File: config.mk
export PLATFORM = sky130hd
export DESIGN_NAME = pulseox_seq_ctrl
export DESIGN_NICKNAME = d
export VERILOG_FILES = /design/src/rtl/pulseox_seq_ctrl.sv
export SDC_FILE = /design/constraint.sdc
export NUM_CORES = 1
export LEC_CHECK = 0
export BUFFER_PORTS_ARGS = -buffer_cell sky130_fd_sc_hd__buf_4
export CORE_ASPECT_RATIO = 1.4
export CORE_MARGIN = 3
export CORE_UTILIZATION = 60
export CTS_CLUSTER_DIAMETER = 40
export DETAILED_ROUTE_END_ITERATION = 12
export HOLD_SLACK_MARGIN = 0.03
export PLACE_DENSITY = 0.78
export SLEW_MARGIN = 20
export SYNTH_ARGS = -nofsm -noshare
export SYNTH_HDL_FRONTEND = slang
export SYNTH_SLANG_ARGS = --single-unit
File: constraint.sdc
create_clock -name clk -period 3.9 [get_ports clk]
set_input_delay 0.39 -clock clk [delete_from_list [all_inputs] [get_ports clk]]
set_output_delay 0.39 -clock clk [all_outputs]
set_load 0.02 [all_outputs]
File: src/rtl/pulseox_seq_ctrl.sv
// Pulse-ox sample buffer sequencer: runs the AFE diagnostic with retries and a timeout,
// then streams while watchdogging the new-sample strobe and framing samples.
module pulseox_seq_ctrl #(
  parameter int DIAG_RETRIES   = 3,
  parameter int DIAG_TIMEOUT   = 64,
  parameter int SAMPLE_TIMEOUT = 500000,
  parameter int FRAME_LEN      = 256,
  parameter int CNT_W          = 16
) (
  input  logic             clk,
  input  logic             in_reset,
  input  logic             in_start,
  input  logic             in_stop,
  input  logic [1:0]       in_diag_er,
  input  logic             in_new_samples,
  output logic [1:0]       out_data_control,
  output logic [CNT_W-1:0] out_sample_cnt,
  output logic             out_frame_dv,
  output logic [7:0]       out_status,
  output logic             out_fault
);
  localparam int DT_W = $clog2(DIAG_TIMEOUT + 1);
  localparam int WD_W = $clog2(SAMPLE_TIMEOUT + 1);
  localparam int FC_W = $clog2(FRAME_LEN + 1);

  typedef enum logic [2:0] {
    IDLE      = 3'd0,
    DIAG_CLR  = 3'd1,
    DIAG_WAIT = 3'd2,
    STREAM    = 3'd3,
    FAULT     = 3'd4
  } state_t;

  state_t           state, state_n;
  logic             start_q, ns_q;
  logic [3:0]       retry_cnt, retry_n;
  logic [4:0]       retry_inc;
  logic [DT_W-1:0]  diag_tmr, diag_tmr_n;
  logic [WD_W-1:0]  wd_tmr, wd_tmr_n;
  logic [FC_W-1:0]  frame_cnt, frame_n;
  logic [CNT_W-1:0] sample_n;
  logic             fault_n, frame_dv_n;
  logic [1:0]       cause, cause_n, ctrl_n;
  logic             start_rise, ns_rise, diag_pass, diag_err, diag_tmo;

  assign start_rise = in_start & ~start_q;
  assign ns_rise    = in_new_samples & ~ns_q;
  assign diag_pass  = (in_diag_er == 2'b10);
  assign diag_err   = in_diag_er[0];
  assign diag_tmo   = (diag_tmr == DT_W'(DIAG_TIMEOUT - 1));
  assign retry_inc  = {1'b0, retry_cnt} + 5'd1;

  always_comb begin
    state_n    = state;
    retry_n    = retry_cnt;
    diag_tmr_n = diag_tmr;
    wd_tmr_n   = wd_tmr;
    frame_n    = frame_cnt;
    sample_n   = out_sample_cnt;
    frame_dv_n = 1'b0;
    fault_n    = out_fault;
    cause_n    = cause;
    case (state)
      IDLE: begin
        if (start_rise && !in_stop) begin
          state_n = DIAG_CLR;
          retry_n = '0;
        end
      end
      DIAG_CLR: begin
        if (in_stop) state_n = IDLE;
        else begin
          diag_tmr_n = '0;
          state_n    = DIAG_WAIT;
        end
      end
      DIAG_WAIT: begin
        diag_tmr_n = diag_tmr + DT_W'(1);
        if (in_stop) state_n = IDLE;
        else if (diag_pass) begin
          state_n  = STREAM;
          sample_n = '0;
          frame_n  = '0;
          wd_tmr_n = '0;
        end else if (diag_err || diag_tmo) begin
          // an explicit verdict outranks a coincident timeout when naming the cause
          retry_n = retry_inc[3:0];
          if (retry_inc < 5'(DIAG_RETRIES)) state_n = DIAG_CLR;
          else begin
            state_n = FAULT;
            fault_n = 1'b1;
            cause_n = diag_err ? 2'b01 : 2'b10;
          end
        end
      end
      STREAM: begin
        if (in_stop) state_n = IDLE;
        else if (ns_rise) begin
          sample_n = out_sample_cnt + CNT_W'(1);
          wd_tmr_n = '0;
          if (frame_cnt == FC_W'(FRAME_LEN - 1)) begin
            frame_n    = '0;
            frame_dv_n = 1'b1;
          end else frame_n = frame_cnt + FC_W'(1);
        end else if (wd_tmr == WD_W'(SAMPLE_TIMEOUT - 1)) begin
          state_n = FAULT;
          fault_n = 1'b1;
          cause_n = 2'b11;
        end else wd_tmr_n = wd_tmr + WD_W'(1);
      end
      FAULT: begin
        if (start_rise) begin
          state_n = DIAG_CLR;
          fault_n = 1'b0;
          cause_n = 2'b00;
          retry_n = '0;
        end
      end
      default: state_n = IDLE;
    endcase
    ctrl_n = 2'b00;
    if (state_n == DIAG_WAIT) ctrl_n = 2'b01;
    if (state_n == STREAM)    ctrl_n = 2'b10;
  end

  always_ff @(posedge clk) begin
    if (in_reset) begin
      state            <= IDLE;
      start_q          <= 1'b0;
      ns_q             <= 1'b0;
      retry_cnt        <= '0;
      diag_tmr         <= '0;
      wd_tmr           <= '0;
      frame_cnt        <= '0;
      cause            <= 2'b00;
      out_data_control <= 2'b00;
      out_sample_cnt   <= '0;
      out_frame_dv     <= 1'b0;
      out_fault        <= 1'b0;
      out_status       <= 8'h00;
    end else begin
      state            <= state_n;
      start_q          <= in_start;
      ns_q             <= in_new_samples;
      retry_cnt        <= retry_n;
      diag_tmr         <= diag_tmr_n;
      wd_tmr           <= wd_tmr_n;
      frame_cnt        <= frame_n;
      cause            <= cause_n;
      out_data_control <= ctrl_n;
      out_sample_cnt   <= sample_n;
      out_frame_dv     <= frame_dv_n;
      out_fault        <= fault_n;
      out_status       <= {2'b00, cause_n, fault_n, state_n};
    end
  end
endmodule

Word level (Yosys, flattened, before mapping) --
Index checks and enable logic that the tools add are counted.
Storage, ports and cells: input bits 7, register bits 74, output and inout bits 28, logic and storage cells 118
Operators by class: bitwise operators 6, $lt $le $gt $ge 1, $add $sub $neg 5, equality and inequality tests 20, mux-type cells 58, reduce and logical (&&, ||, !) cells 13
Operators by type and width (count):
- 19-bit two-way mux | 5
- 16-bit two-way mux | 4
- 9-bit two-way mux | 5
- 19-bit case mux with 2 select lines | 1
- 16-bit case mux with 2 select lines | 1
- 3-bit two-way mux | 9
- 2-bit two-way mux | 11
- 4-bit two-way mux | 5
- 19-bit by 1-bit adder with 19-bit output, second input constant | 1
- 19-bit == test, second input constant | 1
- 2-bit inequality test, second input constant | 9
- 9-bit case mux with 2 select lines | 1
- 16-bit by 1-bit adder with 16-bit output, second input constant | 1
- 3-bit case mux with 5 select lines | 1
- 7-bit case mux with 2 select lines | 1
- 3-bit by 2-bit == test with 1-bit output, second input constant | 4
- 4-bit case mux with 3 select lines | 1
- 1-bit two-way mux | 10
- 5-bit AND reduction | 2
- 9-bit by 1-bit adder with 9-bit output, second input constant | 1
- 9-bit by 8-bit == test with 1-bit output, second input constant | 1
- 7-bit by 1-bit adder with 7-bit output, second input constant | 1
- 7-bit by 6-bit == test with 1-bit output, second input constant | 1
- 7-bit two-way mux | 1
- 20 further kinds | 25

Depth between registers and ports, before layout --
Gate-level depths: netlist of the first run.
depth in word-level cells 10, gate-level depth with buffers 8, depth with buffers taken out 6

Worst setup path after synthesis of the first run --
OpenSTA, ideal clock, no wires.
kind register to register, start reg, netlist name out_status[2], end reg retry_cnt[3], path slack 1842 ps, library setup time 71 ps, clock period less this slack 2058 ps, data required time 3829 ps, buffers on the path 2, stages on the path, launching flop included 8, arrival time 1987 ps, path through dfxtp_1 > buf_2 > or3b_1 > buf_6 > nor3_4 > o22ai_2 > or4_1 > a21oi_1
RTL lines:
- end signal, assigned | line 145 | retry_cnt <= retry_n;
- end, declared | line 36 | logic [3:0] retry_cnt, retry_n;

==> out/summary.txt, run 1 <==
Outcome -> complete, no violations
Max Slew Vio Count -> 0
Total CTS buffers -> 9
Num rows -> 31
Final Cycle Share -> 60.1%
Post-Syn Area per Cell -> 8.46 sq um
Max_cap viols -> 0
Distinct cells, synth -> 61
Async set-or-reset flop fraction in the synthesized netlist -> 0%
Post-CTS sizing -> 0
TritonRoute pass-1 iters -> 4
Drt first-iter violations -> 96
Worst setup SP type -> flop
Crit path max-delay cell type -> dfxtp_1
Post-Synth Simple-Gate Area -> 29.8%
Core area -> 5280 sq um
Initial antenna violation count -> 0
Wirelength per Cell -> 14.3 microns
Area grow syn2layout -> 13.9%
Post-synthesis mux area share -> 0.640%
Adder-Cell Fraction of Synth Area -> 1.88%
# setup viols final -> 0
Detailed Route WL -> 7010 microns
PortBufs -> 32
RSZ-0062 raised after global routing -> false
CP Max Fanout -> 18
Post-synth top area share -> 39.7%
Post-Place Setup Slack -> 1.58 ns
Slew HR -> 39.8%
Post-DR vias/cell -> 5.93
CTS max path bufs -> 2
Pwr/cell area -> 371 nW/um^2
Critical-path cell list -> nand3b_1 > or3_1 > nor2_1 > a41oi_1 > a311oi_1
Synth Area in XOR/XNOR -> 6.06%
DP Wirelength -> 5000 microns
Hold-fix buffers at CTS -> 0
Synth cell count leaders -> dfxtp_1 (66), nor2_1 (55), nand2_1 (27), a21oi_1 (26), nand3_1 (21)
Routability cong. -> 0.819
EDFF count, synth -> 0
Period minus WS final -> 2.35 ns
Synth Cell Area -> 3330 sq um
Worst-Skew Late Latency -> 0.34 ns
Via count -> 2902
Starting density of the core -> 63.0%
Synth Area in Compound Gates -> 17.6%
CTS Sinks -> 66
Sequential area share after synthesis -> 39.7%
IO Count -> 35
Clock Root Buffer -> clkbuf_8
Synth area leader -> dfxtp_1
Crit path arrival time -> 2.60 ns
Setup Crit Path Kind -> flop to flop
Die Width -> 68.9 microns
Most frequent cell after synthesis -> dfxtp_1
Height of the die -> 94.1 microns
Vias in the first global route -> 2817
Synth Register Bits -> 66
Slowest stage delay, CP -> 0.73 ns
Final Hold Fails -> 0
Top_reg_cell synth -> dfxtp_1
Setup Skew -> 0.00792 ns
Top cells by area, synth -> dfxtp_1 (40%), nor2_1 (6.2%), a21oi_1 (3.9%)
Postcts setup bufs -> 0
YS warnings -> 0
Setup_tns -> 0 ns
Total track usage -> 24.2%
DRC Markers -> 0
Largest net degree at the start of global routing -> 32
Worst setup margin -> 1.55 ns
Total gr overflow -> 0
Fin nets -> 430
Worst slew pin tran -> 0.902 ns
Post-DRT Antenna Nets -> 0
Layout cells sized above 1 -> 13.9%
LEAKAGE -> 1.33 nW
Setup crit end kind -> flop
Full die area -> 6480 sq um
Critical path data required time -> 4.16 ns
Combinational family with the most area after synthesis -> simple AND/OR/NAND/NOR gates
Max VDD drop -> 250 uV
First-pass GRT wire length -> 12000 microns
Clock transition at path regs -> 0.07 ns
H-tree depth -> 3
Worst min-delay path class -> input port to flop
TritonCTS clock tree -> built
Antenna Cells -> 0
Syn Inst Count -> 393
Peak Freq -> 426 MHz
placed cells by master (no fill, tap or decap), drive strengths merged, types with 4 or more instances in the layout:
master	n
dfxtp	66
nor2	55
buf	32
nand2	27
a21oi	26
nand3	21
nor3	17
o21ai	16
xor2	12
inv	11
xnor2	11
clkbuf	11
nor2b	9
o31ai	8
or3	7
or4	7
nand4	6
nand4b	6
and3	5
a311oi	5
ha	5
or3b	4
and4	4
nand2b	4
a31oi	4
a2111oi	4
sequential cells by signal, indices dropped and copies added (netlist names), 2 cells and up, named ones only:
signal and cells:
wd_tmr 19, out_sample_cnt 16, frame_cnt 9, diag_tmr 7
retry_cnt 4, out_status 3, out_data_control 2
area by class of cell:
class,count,area (sq um)
clock buffers,11,131
clock inverters,5,103
fillers,460,1490
inverters,11,41.3
multi-input cells,298,1870
flip-flops and latches,66,1320
well taps,66,82.6
repair buffers,32,240
layer usage:
| metal | routed length [microns] | global-route usage (%) | share of wire, % | up-vias |
|---|---|---|---|---|
| met5 | 0 | 0 | 0 | - |
| met4 | 130 | 11.2 | 1.9 | 0 |
| met3 | 365 | 6.59 | 5.2 | 11 |
| met2 | 3550 | 40.9 | 51 | 57 |
| met1 | 2960 | 27.2 | 42 | 1362 |
| li1 | - | - | - | 1472 |
power by group:
group	leakage [nW]	internal (mW)	switching [mW]	total, mW
sequential	0.532	0.676	0.00359	0.680
clock	0.114	0.424	0.254	0.678
combinational	0.684	0.0151	0.0317	0.0468
cell families after synthesis:
| logic type | after synthesis |
|---|---|
| AND/OR/NAND/NOR | 185 |
| multiplexers | 2 |
| other | 1 |
| buffers and inverters | 30 |
| flip-flops | 66 |
| adder cells (fa/ha/maj) | 5 |
| AO/OA/AOI/OAI | 81 |
| XOR/XNOR | 23 |
metrics by stage:
step                hold slack, ns  instance area, sq um  util (%)  power (mW)  std cells
floorplan                    0.417                  3330         -       0.729        394
global placement             0.428                  3550      67.4       0.741        473
detailed placement           0.444                  3550      67.4       0.741        473
CTS                          0.271                  3790      71.8        1.42        489
global route                 0.305                  3790      71.8        1.45        489
finish                       0.285                  3790      71.8        1.40        489
critical path, delay by kind of cell, from the launching register on:
family | cells | cell delay (ns)
AOI/OAI and AO/OA | 2 | 0.41
DFF | 1 | 0.73
and+or+nand+nor | 3 | 1.13
path summary, 6_finish.rpt:
| path | start | endpoint | slack (ns) | depth (start not counted) |
|---|---|---|---|---|
| max | out_status[0]$_SDFF_PP0_ | frame_cnt[7]$_SDFFE_PP0P_ | 1.55 | 5 |
| max reg2reg | out_status[0]$_SDFF_PP0_ | frame_cnt[7]$_SDFFE_PP0P_ | 1.55 | 5 |
| min reg2reg | frame_cnt[8]$_SDFFE_PP0P_ | frame_cnt[8]$_SDFFE_PP0P_ | 0.45 | 2 |
| min | in_start | start_q$_SDFF_PP0_ | 0.28 | 2 |
No activity file was read; power rests on OpenSTA's default activity.
==> inputs of run 2 (changes only) <==
CORE_UTILIZATION = 58   (was 60)
PLACE_DENSITY = 0.76   (was 0.78)
clock period = 2.2 ns   (was 3.9 ns; I/O delays follow)
==> run 2 against run 1 <==
  * Via count rose by 4.2%
  * Cell area grew 1.9%
  * Register-to-register slack got worse by 1.5 ns
  * Global-route usage fell by 1.4 points
  * Sequential power increased by 76%
  * Maximum frequency increased by 11%
  * Critical path type unchanged
==> out/summary.txt, run 2 (synthesized netlist as in run 1, its figures left out) <==
Critical-path cell list -> ha_1 > nand3_1 > or4_4 > nor3_2 > buf_4 > or4_1 > a21oi_1
Via count -> 3023
Full die area -> 6690 sq um
Final Cycle Share -> 96.0%
Detailed Route WL -> 7310 microns
Worst setup SP type -> flop
Worst min-delay path class -> input port to flop
Period minus WS final -> 2.11 ns
Worst slew pin tran -> 0.627 ns
DP Wirelength -> 5330 microns
CP Max Fanout -> 11
Drt first-iter violations -> 83
Slew HR -> 58.0%
Post-DRT Antenna Nets -> 0
Pwr/cell area -> 557 nW/um^2
IO Count -> 35
Layout cells sized above 1 -> 17.3%
# setup viols final -> 0
Setup Crit Path Kind -> flop to flop
Max Slew Vio Count -> 0
CTS max path bufs -> 2
Setup Skew -> 0.00711 ns
Total gr overflow -> 0
Largest net degree at the start of global routing -> 32
Num rows -> 32
Core area -> 5530 sq um
Critical path data required time -> 2.42 ns
Slowest stage delay, CP -> 0.58 ns
TritonCTS clock tree -> built
H-tree depth -> 3
Setup crit end kind -> flop
Outcome -> complete, no violations
Crit path arrival time -> 2.33 ns
Biggest register -> wd_tmr
Commonest cells after routing, fill and taps aside -> dfxtp_1 (66), nor2_1 (55), buf_4 (50)
Biggest regs -> wd_tmr (19), out_sample_cnt (16), frame_cnt (9)
Height of the die -> 95.6 microns
Crit path max-delay cell type -> or4_4
Postcts setup bufs -> 0
Initial antenna violation count -> 0
CTS Sinks -> 66
Max_cap viols -> 0
Vias in the first global route -> 2766
RSZ-0062 raised after global routing -> false
LEAKAGE -> 1.39 nW
Most common cell after layout, fill and taps aside -> dfxtp_1
Area grow syn2layout -> 16.1%
Wirelength per Cell -> 14.4 microns
# fillers -> 482
Max FFs per register -> 19
Worst setup margin -> 0.0882 ns
Clock transition at path regs -> 0.07 ns
TritonRoute pass-1 iters -> 4
Total CTS buffers -> 9
Setup_tns -> 0 ns
Die Width -> 70.0 microns
First-pass GRT wire length -> 12300 microns
Worst-Skew Late Latency -> 0.34 ns
Clock Root Buffer -> clkbuf_8
PortBufs -> 32
Fin nets -> 448
Starting density of the core -> 60.2%
DRC Markers -> 0
Max VDD drop -> 495 uV
Final Hold Fails -> 0
Final Util -> 69.9%
Routability cong. -> 0.866
Post-Place Setup Slack -> 0.105 ns
Post-DR vias/cell -> 5.96
Worst hold slack -> 0.121 ns
Antenna Cells -> 0
Total track usage -> 22.8%
Peak Freq -> 474 MHz
==> run 2: per-layer routing <==
| metal | GRT usage [%] | share of wire, % | up-vias |
|---|---|---|---|
| met5 | 0 | 0 | - |
| met4 | 8.95 | 1.5 | 0 |
| met3 | 5.70 | 5.3 | 12 |
| met2 | 39.4 | 50 | 60 |
| met1 | 27.0 | 43 | 1438 |
| li1 | - | - | 1513 |
==> run 2: layout make-up <==
type	instances	area [sq um]	share of cell area, %
Multi-Input combinational cell	298	1880	48.7
Sequential cell	66	1320	34.2
Timing Repair Buffer	50	375	9.72
Clock buffer	11	141	3.66
Tap cell	68	85.1	2.20
Inverter	11	41.3	1.07
Clock inverter	3	17.5	0.454
==> run 2: report_power, final <==
part | leakage, nW | switching, mW | internal, mW
Sequential | 0.532 | 0.00279 | 1.20
Combinational | 0.774 | 0.0649 | 0.0357
Clock | 0.0810 | 0.426 | 0.423
==> run 2: final timing paths <==
check | from | to | slack [ns] | depth (start not counted)
max | wd_tmr[0]$_SDFFE_PP0P_ | wd_tmr[4]$_SDFFE_PP0P_ | 0.09 | 7
min | in_start | start_q$_SDFF_PP0_ | 0.12 | 2
max reg2reg | wd_tmr[0]$_SDFFE_PP0P_ | wd_tmr[4]$_SDFFE_PP0P_ | 0.09 | 7
min reg2reg | frame_cnt[8]$_SDFFE_PP0P_ | frame_cnt[8]$_SDFFE_PP0P_ | 0.45 | 2
==> run 2: what timing repair did <==
action,4_1_cts,5_1_grt
gates resized for setup,0,1
hold buffers,0,0
setup endpoints to repair,0,3
==> run 2: critical path, delay by kind of cell, from the launching register on <==
family	cells	cell delay, ns
AND/OR/NAND/NOR	4	1.11
flip-flops	1	0.39
adder cells (fa/ha/maj)	1	0.22
buffers and inverters	1	0.22
AO/OA/AOI/OAI	1	0.06
==> run 2: metrics by stage <==
stage	area, sq um	total power [mW]	instances
finish	3860	2.15	507
global route	3860	2.22	507
CTS	3850	2.17	507
floorplan	3330	1.29	394
global placement	3690	1.32	493
detailed placement	3690	1.33	493
